**src/rtl/musico_pkg.sv**
```systemverilog
// Shared definitions for the song player and the note-to-Y video decoder.
package musico_pkg;

    localparam logic [2:0] ST_IDLE  = 3'd0;
    localparam logic [2:0] ST_FETCH = 3'd1;
    localparam logic [2:0] ST_LOAD  = 3'd2;
    localparam logic [2:0] ST_PLAY  = 3'd3;
    localparam logic [2:0] ST_DONE  = 3'd4;

    localparam logic [7:0] NOTE_DO    = 8'h80;
    localparam logic [7:0] NOTE_RE    = 8'h40;
    localparam logic [7:0] NOTE_MI    = 8'h20;
    localparam logic [7:0] NOTE_FA    = 8'h10;
    localparam logic [7:0] NOTE_SOL   = 8'h08;
    localparam logic [7:0] NOTE_LA    = 8'h04;
    localparam logic [7:0] NOTE_SI    = 8'h02;
    localparam logic [7:0] NOTE_DO_HI = 8'h01;

    localparam logic [7:0] END_MARKER = 8'h00;

    // Exactly one bit set; zero is not one-hot.
    function automatic logic is_onehot(input logic [7:0] v);
        return (v != 8'h00) && ((v & (v - 8'h01)) == 8'h00);
    endfunction

endpackage

```
**src/rtl/note_duration_counter.sv**
```systemverilog
// Beat down-counter for the current note; a zero duration plays as one beat.
module note_duration_counter #(
    parameter int DUR_W = 8
) (
    input  logic             clock,
    input  logic             reset,
    input  logic             clear,
    input  logic             load,
    input  logic [DUR_W-1:0] value,
    input  logic             pending,
    input  logic             run,
    input  logic             tick,
    output logic             expire
);

    logic [DUR_W-1:0] cnt;
    logic [DUR_W-1:0] base;

    assign base = (value == '0) ? DUR_W'(1) : value;

    // A tick seen between notes is charged against the new note at load time.
    always_ff @(posedge clock) begin
        if (reset || clear) begin
            cnt <= '0;
        end else if (load) begin
            cnt <= base - DUR_W'(pending);
        end else if (run && tick && (cnt != '0)) begin
            cnt <= cnt - DUR_W'(1);
        end
    end

    // A count already at zero in PLAY means the pending tick used up the note.
    assign expire = run && ((cnt == '0) || ((cnt == DUR_W'(1)) && tick));

endmodule

```
**src/rtl/song_note_sequencer.sv**
```systemverilog
// Walks the song ROM entry by entry, timing each note in beats and driving
// the current note plus its qualifier to the video path.
module song_note_sequencer
    import musico_pkg::*;
#(
    parameter int ADDR_W = 8,
    parameter int DUR_W  = 8
) (
    input  logic                clock,
    input  logic                reset,
    input  logic                start,
    input  logic                stop,
    input  logic                beat_tick,
    output logic [ADDR_W-1:0]   rom_addr,
    input  logic [8+DUR_W-1:0]  rom_data,
    output logic [7:0]          nota_cancion,
    output logic                leyendo,
    output logic                note_strobe,
    output logic                song_done,
    output logic                busy
);

    logic [2:0]       state;
    logic [2:0]       state_nx;
    logic             pend;
    logic             expire;
    logic             is_end;
    logic             last_addr;
    logic [7:0]       entry_note;
    logic [DUR_W-1:0] entry_dur;

    assign entry_note = rom_data[8+DUR_W-1:DUR_W];
    assign entry_dur  = rom_data[DUR_W-1:0];
    assign is_end     = (entry_note == END_MARKER) && (entry_dur == '0);
    assign last_addr  = &rom_addr;
    assign busy       = (state != ST_IDLE);

    note_duration_counter #(
        .DUR_W (DUR_W)
    ) u_cnt (
        .clock   (clock),
        .reset   (reset),
        .clear   (stop),
        .load    ((state == ST_LOAD) && !is_end),
        .value   (entry_dur),
        .pending (pend || beat_tick),
        .run     (state == ST_PLAY),
        .tick    (beat_tick),
        .expire  (expire)
    );

    always_comb begin
        state_nx = state;
        case (state)
            ST_IDLE:  if (start) state_nx = ST_FETCH;
            ST_FETCH: state_nx = ST_LOAD;
            ST_LOAD:  state_nx = is_end ? ST_DONE : ST_PLAY;
            ST_PLAY:  if (expire) state_nx = last_addr ? ST_DONE : ST_FETCH;
            ST_DONE:  state_nx = ST_IDLE;
            default:  state_nx = ST_IDLE;
        endcase
        if (stop) state_nx = ST_IDLE;
    end

    always_ff @(posedge clock) begin
        if (reset) begin
            state        <= ST_IDLE;
            rom_addr     <= '0;
            pend         <= 1'b0;
            nota_cancion <= 8'h00;
            leyendo      <= 1'b0;
            note_strobe  <= 1'b0;
            song_done    <= 1'b0;
        end else begin
            state       <= state_nx;
            note_strobe <= 1'b0;
            song_done   <= 1'b0;
            if (stop) begin
                rom_addr     <= '0;
                pend         <= 1'b0;
                nota_cancion <= 8'h00;
                leyendo      <= 1'b0;
            end else begin
                case (state)
                    ST_IDLE: if (start) rom_addr <= '0;
                    // Display holds the previous note while the next one is fetched.
                    ST_FETCH: if (beat_tick) pend <= 1'b1;
                    ST_LOAD: begin
                        pend <= 1'b0;
                        if (!is_end) begin
                            nota_cancion <= is_onehot(entry_note) ? entry_note : 8'h00;
                            leyendo      <= 1'b1;
                            note_strobe  <= 1'b1;
                        end
                    end
                    ST_PLAY: if (expire && !last_addr) rom_addr <= rom_addr + ADDR_W'(1);
                    default: ;
                endcase
                if (state_nx == ST_DONE) begin
                    song_done    <= 1'b1;
                    nota_cancion <= 8'h00;
                    leyendo      <= 1'b0;
                end
            end
        end
    end

endmodule

```
**config.mk**
```make
export PLATFORM = sky130hd
export DESIGN_NAME = song_note_sequencer
export DESIGN_NICKNAME = d
export VERILOG_FILES = /design/src/rtl/musico_pkg.sv /design/src/rtl/note_duration_counter.sv /design/src/rtl/song_note_sequencer.sv
export SDC_FILE = /design/constraint.sdc
export NUM_CORES = 1
export LEC_CHECK = 0
export BUFFER_PORTS_ARGS = -buffer_cell sky130_fd_sc_hd__buf_2
export CORE_ASPECT_RATIO = 0.9
export CORE_MARGIN = 3
export CORE_UTILIZATION = 44
export DETAILED_ROUTE_END_ITERATION = 8
export PLACE_DENSITY = 0.67
export SLEW_MARGIN = 20
export SYNTH_ARGS = -nofsm -noshare
export SYNTH_HDL_FRONTEND = slang
export SYNTH_SLANG_ARGS = --single-unit
```
**constraint.sdc**
```tcl
create_clock -name clock -period 4.6 [get_ports clock]
set_input_delay 0.46 -clock clock [delete_from_list [all_inputs] [get_ports clock]]
set_output_delay 0.46 -clock clock [all_outputs]
set_load 0.005 [all_outputs]
```
-- After elaboration in Yosys (flattened, before gate mapping)
Index checks and enable logic that the tools add are counted.
- input port bits: 21
- output and inout bits: 20
- logic and storage cells: 71
- bits in registers: 31
- bitwise logic cells: 3
- reduce and logical (&&, ||, !) cells: 31
- eq/ne operators: 8
- add/sub/neg operators: 4
- muxes and demuxes: 17
- operators by type and width (cell ; number):
    $mux W8 ; 6
    $logic_not A8 Y1 ; 4
    $pmux W8 S2 ; 1
    $reduce_bool A8 Y1 ; 2
    $sub A8 B1 Y8 const B ; 2
    $mux W3 ; 5
    $pmux W3 S4 ; 1
    $add A8 B1 Y8 const B ; 1
    $and A8 B8 Y8 ; 1
    $eq A8 B1 Y1 const B ; 1
    $logic_and A1 B1 Y1 ; 8
    $reduce_and A8 Y1 ; 1
    $sub A8 B1 Y8 ; 1
    $eq A3 B2 Y1 const B ; 2
    $ne A2 B2 Y1 const B ; 3
    $reduce_bool A2 Y1 ; 3
    $reduce_or A3 Y1 ; 2
    $reduce_and A2 Y1 ; 2
    $eq A3 B1 Y1 const B ; 1
    $eq A3 B3 Y1 const B ; 1
    $logic_not A3 Y1 ; 1
    $logic_or A1 B1 Y1 ; 3
    $mux W1 ; 3
    $reduce_and A3 Y1 ; 1
    5 further kinds ; 7

-- Depth between registers and ports, before layout
- word-level depth: 9
- depth in mapped cells: 10
- depth with buffers taken out: 10

-- By module
A second synthesis with hierarchy kept.
- cells, all modules: 218
- area total of the unflattened synthesis: 1755.4 µm²
- by module, submodules not included (module ; area each (µm²) ; instances ; cells each ; sequential area each (µm²)):
    song_note_sequencer ; 1102.3 ; 1 ; 137 ; 460.4
    note_duration_counter ; 653.1 ; 1 ; 81 ; 160.2

-- Least setup slack after synthesis
OpenSTA, ideal clock, no wires.
- path kind: input port to flip-flop
- from: in rom_data[5]
- to: reg u_cnt.cnt[4]
- cell stages on the path: 9
- setup time: 0.119 ns
- data required time: 4.481 ns
- path buffers: 0
- slack: 2.473 ns
- arrival time: 2.008 ns
- cells stage by stage: or4_4 > nor2_1 > nor2_1 > ha_1 > ha_1 > nor3b_1 > xor2_1 > o21ai_0 > a21oi_1
- longest elaborated chain between the ends: 5
- elaborated cells on any way between the ends: 8
- classes of those cells: add/sub: 1; mux: 2; reduce/logical: 5
- RTL lines (element ; line ; text):
    start: declaration ; song_note_sequencer.sv:15 ; input logic [8+DUR_W-1:0] rom_data,
    $logic_not A8 Y1 (*) ; note_duration_counter.sv:19, song_note_sequencer.sv:34 ;
    parallel branches: the longest is 4 deep, another holds $sub A8 B1 Y8 ; - ;
    end signal: assignment ; note_duration_counter.sv:26 ; cnt <= base - DUR_W'(pending);
    end signal: assignment ; note_duration_counter.sv:28 ; cnt <= cnt - DUR_W'(1);
    end: declaration ; note_duration_counter.sv:16 ; logic [DUR_W-1:0] cnt;
Every way passes the cells marked *.
A chain may end at the register's enable or synchronous reset.

-- Final worst setup path
- from: reg state[1]
- to: reg nota_cancion[1]
- longest elaborated chain between the ends: 7
- elaborated cells on any way between the ends: 12
- classes of those cells: eq/ne: 4; mux: 4; reduce/logical: 4
- RTL lines (element ; line ; text):
    start: declaration ; song_note_sequencer.sv:23 ; logic [2:0] state;
    start signal: assignment ; song_note_sequencer.sv:75 ; state <= state_nx;
    $eq A3 B2 Y1 ; song_note_sequencer.sv:47, song_note_sequencer.sv:54 ;
    $logic_and A1 B1 Y1 ; note_duration_counter.sv:33 ; assign expire = run && ((cnt == '0) || ((cnt == DUR_W'(1)) && tick));
    $mux W3 ; song_note_sequencer.sv:58 ; ST_PLAY: if (expire) state_nx = last_addr ? ST_DONE : ST_FETCH;
    $pmux W3 S4 ; song_note_sequencer.sv:54 ; case (state)
    $mux W3 ; song_note_sequencer.sv:62 ; if (stop) state_nx = ST_IDLE;
    $eq A3 B3 Y1 ; song_note_sequencer.sv:99 ; if (state_nx == ST_DONE) begin
    $reduce_or A3 Y1 (no source line) ; - ;
    end signal: assignment ; song_note_sequencer.sv:91 ; nota_cancion <= is_onehot(entry_note) ? entry_note : 8'h00;
    end: declaration ; song_note_sequencer.sv:16 ; output logic [7:0] nota_cancion,
Several ways; a longest one is shown, not always the timed one.

==> qor.log <==
qor: run_status.outcome finished clean
qor: synthesis.synth.cell_area 1790 um^2
qor: clock_tree.h-tree-depth 2
qor: synthesis.synth.ff_latch_count 31
qor: global_routing.grt_max_degree 21
qor: worst_setup_path.rr_worst_depth 5
qor: sta.count_of_endpoints_failing_hold_in_the_final_timing_report 0
qor: final_layout.area_growth_syn_to_layout 17.8%
qor: worst_setup_path.crit_type register to register
qor: hold_path.hold_class register to register
qor: hold_path.min_delay_worst_endpoint nota_cancion[7]
qor: clock_tree.post_cts_resize_count 0
qor: sta.period_minus_slack 2.23 ns
qor: clock_tree.clock_latency 0.28 ns
qor: clock_tree.numClockSinks 31
qor: sta.timing.max_slew.rel_slack 0.414
qor: hold_path.min_delay_path_depth 2
qor: worst_setup_path.reg2reg_to nota_cancion[1]
qor: worst_setup_path.r2r_setup_slack 2.37 ns
qor: global_routing.grt_usage 0.181
qor: synthesis.ys_async_sr_fraction 0
qor: placed_design.pre_cts_slack 2.20 ns
qor: routing.average_vias_per_placed_instance 5.37
qor: placed_design.place.detailed.instances 290
qor: clock_tree.cts-buffers-inserted 5
qor: hold_path.holdCritStartpoint nota_cancion[7]
qor: synthesis.commonest_register_cell_after_synthesis sky130_fd_sc_hd__dfxtp_1
qor: synthesis.synthesis.nets 236
qor: floorplan.num_io_pins 41
qor: worst_setup_path.critical_path.endpoint_type register
qor: final_layout.register_area 621 um^2
qor: clock_tree.cts_tree built
qor: power.p_per_area 255 nW/um^2
qor: routing.vias 1596
qor: worst_setup_path.worstPathArrival 2.43 ns
qor: sta.report.final.slew_viol_count 0
qor: global_routing.antenna_found_initial 0
qor: placed_design.placement.io_buffers 40
qor: worst_setup_path.worst_path_max_delay_cell sky130_fd_sc_hd__a21boi_0
qor: synthesis.synth_cell_types 47
qor: sta.grt_setup_unrepaired no
qor: global_routing.grt_first_pass_wirelength 6.83 mm
qor: clock_tree.cts_max_path_buffers 2
qor: floorplan.floorplan.die.width 73.2 um
qor: placed_design.placed_area 2020 um^2
qor: worst_setup_path.max_stage_delay_on_crit_path 0.76 ns
qor: sta.final.setup_skew 0.00475 ns
qor: worst_setup_path.critical_path_peak_fanout 6
qor: routing.wl_per_cell 13.2 um
qor: synthesis.ys.warnings.count 0
qor: clock_tree.clock-root-buffer sky130_fd_sc_hd__clkbuf_8
qor: final_layout.finish.cell_count_without_fillers 297
qor: run.timing.max_cap.violations 0
qor: routing.post_detailed_route_drc_marker_count 0
qor: clock_tree.cts.hold.buffers_added 0
qor: synthesis.number_of_enable_type_register_cells_in_the_synthesized_netlist 0
qor: worst_setup_path.worst_ep_required_time 4.80 ns
qor: final_layout.multiInputGateArea 1110 um^2
qor: sta.finalSetupViolCount 0
qor: placed_design.routabilityCongestion 0.750
qor: power.worst_ir_drop_vdd 0.146 mV
qor: sta.hold-worst-slack 0.453 ns
qor: worst_setup_path.r2r-start state[1]
qor: floorplan.start_util 0.470
qor: power.power.leakage 0.811 nW
qor: synthesis.synthCells 209
qor: final_layout.antenna_cells_inserted 0
qor: placed_design.place_hpwl 2.99 mm
qor: synthesis.synth_sequential_area_ratio 0.347
qor: worst_setup_path.worstSetupStartpointType register
qor: routing.finalWirelength 3.91 mm
qor: final_layout.finalNetCount 278
qor: worst_setup_path.worst_path_dominant_cell_family compound AO/OA/AOI/OAI gates
qor: routing.drt.antenna.violating_nets 0
qor: sta.totalNegativeSetupSlack 0 ns
qor: worst_setup_path.path_buf_inv 0
qor: sta.layout_setup_ws 2.37 ns
qor: global_routing.first_global_vias 1445
qor: final_layout.filler_cell_count 360
qor: final_layout.final_layout_size_suffix_gt1_frac 0.247
qor: synthesis.postSynthAreaPerCell 8.56 um^2
qor: clock_tree.post_cts.repair.setup_buffers 0
qor: floorplan.placement_rows 21
qor: sta.worst_pin_slew 0.872 ns
qor: routing.dr.pass1.iters 4
qor: floorplan.floorplan.core_area 3810 um^2
qor: routing.drt_iter0_drc 87
qor: sta.timing.fmax 449 MHz
qor: floorplan.fp.dieH 66.5 um
qor: clock_tree.clk_slew_on_worst_s_h_paths 0.06 ns
qor: worst_setup_path.critical_path.cell_chain nand2b_4, nor2_1, a21boi_0, nand4_1, o21ai_0
qor: sta.timing.final.crit_share 0.484
qor: global_routing.grt_overflow_total 0
qor: floorplan.die_area 4870 um^2
qor: final_layout.layout.cell_area.non_filler 2110 um^2
-- synthesized netlist by cell type (all sizes together) (3+ instances only) --
master,n,share of area
xnor2,16,0.078
xor2,4,0.020
o21ai,11,0.031
inv,8,0.017
nand3,13,0.036
nand2b,3,0.015
nand2,14,0.029
nor3b,5,0.021
buf,3,0.011
ha,6,0.042
nor4,8,0.048
nor3,7,0.022
a21oi,14,0.039
o31ai,3,0.020
or4,3,0.019
nand4,5,0.021
dfxtp,31,0.35
nor2,29,0.061
-- logic make-up after synthesis --
kind of cell / Yosys count / share of synthesized area
buf+inv: 13 / 0.0322
xor+xnor: 20 / 0.0979
fa+ha+maj: 6 / 0.0420
flops: 31 / 0.347
mux: 1 / 0.00559
simple gates: 96 / 0.314
compound gates: 42 / 0.162
-- state kept, by name (all words and copies together), names as in the netlist --
| signal | cells |
|---|---|
| state | 3 |
| pend | 1 |
| u_cnt.cnt | 8 |
| rom_addr | 8 |
| song_done | 1 |
| note_strobe | 1 |
| nota_cancion | 8 |
| leyendo | 1 |
-- area by class of cell --
type / count / share of cell area
clock buffer: 6 / 0.0392
clock inverter: 1 / 0.00238
timing repair buffer: 40 / 0.0950
inverter: 8 / 0.0143
tap: 46 / 0.0273
sequential: 31 / 0.295
multi-input combinational: 165 / 0.527
-- stage by stage --
| step | total power, mW | util |
|---|---|---|
| 2_1_floorplan | 0.306 | - |
| 3_3_place_gp | 0.327 | 0.530 |
| 3_5_place_dp | 0.327 | 0.530 |
| 4_1_cts | 0.543 | 0.553 |
| 5_1_grt | 0.563 | 0.553 |
| 6_report | 0.537 | 0.553 |
-- worst reg2reg max path, delay by kind of cell, from the launching register on --
family             cells  cell delay (ns)
AOI/OAI and AO/OA      2             0.99
and+or+nand+nor        3             0.71
DFF                    1             0.45
-- where the power goes --
group	internal (mW)	leakage (nW)	total [mW]	switching [mW]
sequential	0.270	0.250	0.272	0.00212
clock	0.117	0.0470	0.215	0.0981
combinational	0.0196	0.514	0.0494	0.0298
total	0.407	0.811	0.537	0.130
-- cell usage in the layout, fill, tap and decap left out, drive strengths merged, types with 2 or more instances in the layout --
cell type  Yosys  final
nand2b         3      3
or4            3      3
nor4           8      8
ha             6      6
nor3b          5      5
or3            2      2
o31ai          3      3
nand2         14     14
clkbuf         2      6
xor2           4      4
xnor2         16     16
a211oi         2      2
o21ai         11     11
or2            2      2
nor3           7      7
nand3         13     13
inv            8      8
nand4          5      5
dfxtp         31     31
a21boi         2      2
buf            3     40
nor2          29     29
a21oi         14     14
-- worst max-delay path by stage --
| stage | start | endpoint | slack, ns | cells past startpoint |
|---|---|---|---|---|
| after detailed placement | rom_data[5] | u_cnt.cnt[6] | 2.20 | 11 |
| final | state[1] | nota_cancion[1] | 2.37 | 5 |
| after CTS | state[1] | nota_cancion[2] | 2.41 | 5 |
| after floorplan | rom_data[5] | u_cnt.cnt[4] | 2.47 | 9 |
| after global placement | rom_data[5] | u_cnt.cnt[6] | 2.20 | 11 |
| after global routing | state[1] | nota_cancion[1] | 2.09 | 5 |
-- routing by layer --
| layer | routed length (um) | part of all wire | GRT usage |
|---|---|---|---|
| met3 | 232 | 0.059 | 0.0558 |
| met2 | 1700 | 0.43 | 0.272 |
| met1 | 1940 | 0.50 | 0.245 |
| met4 | 42 | 0.011 | 0.0553 |
| met5 | 0 | 0 | 0 |
No activity file was read; power rests on OpenSTA's default activity.
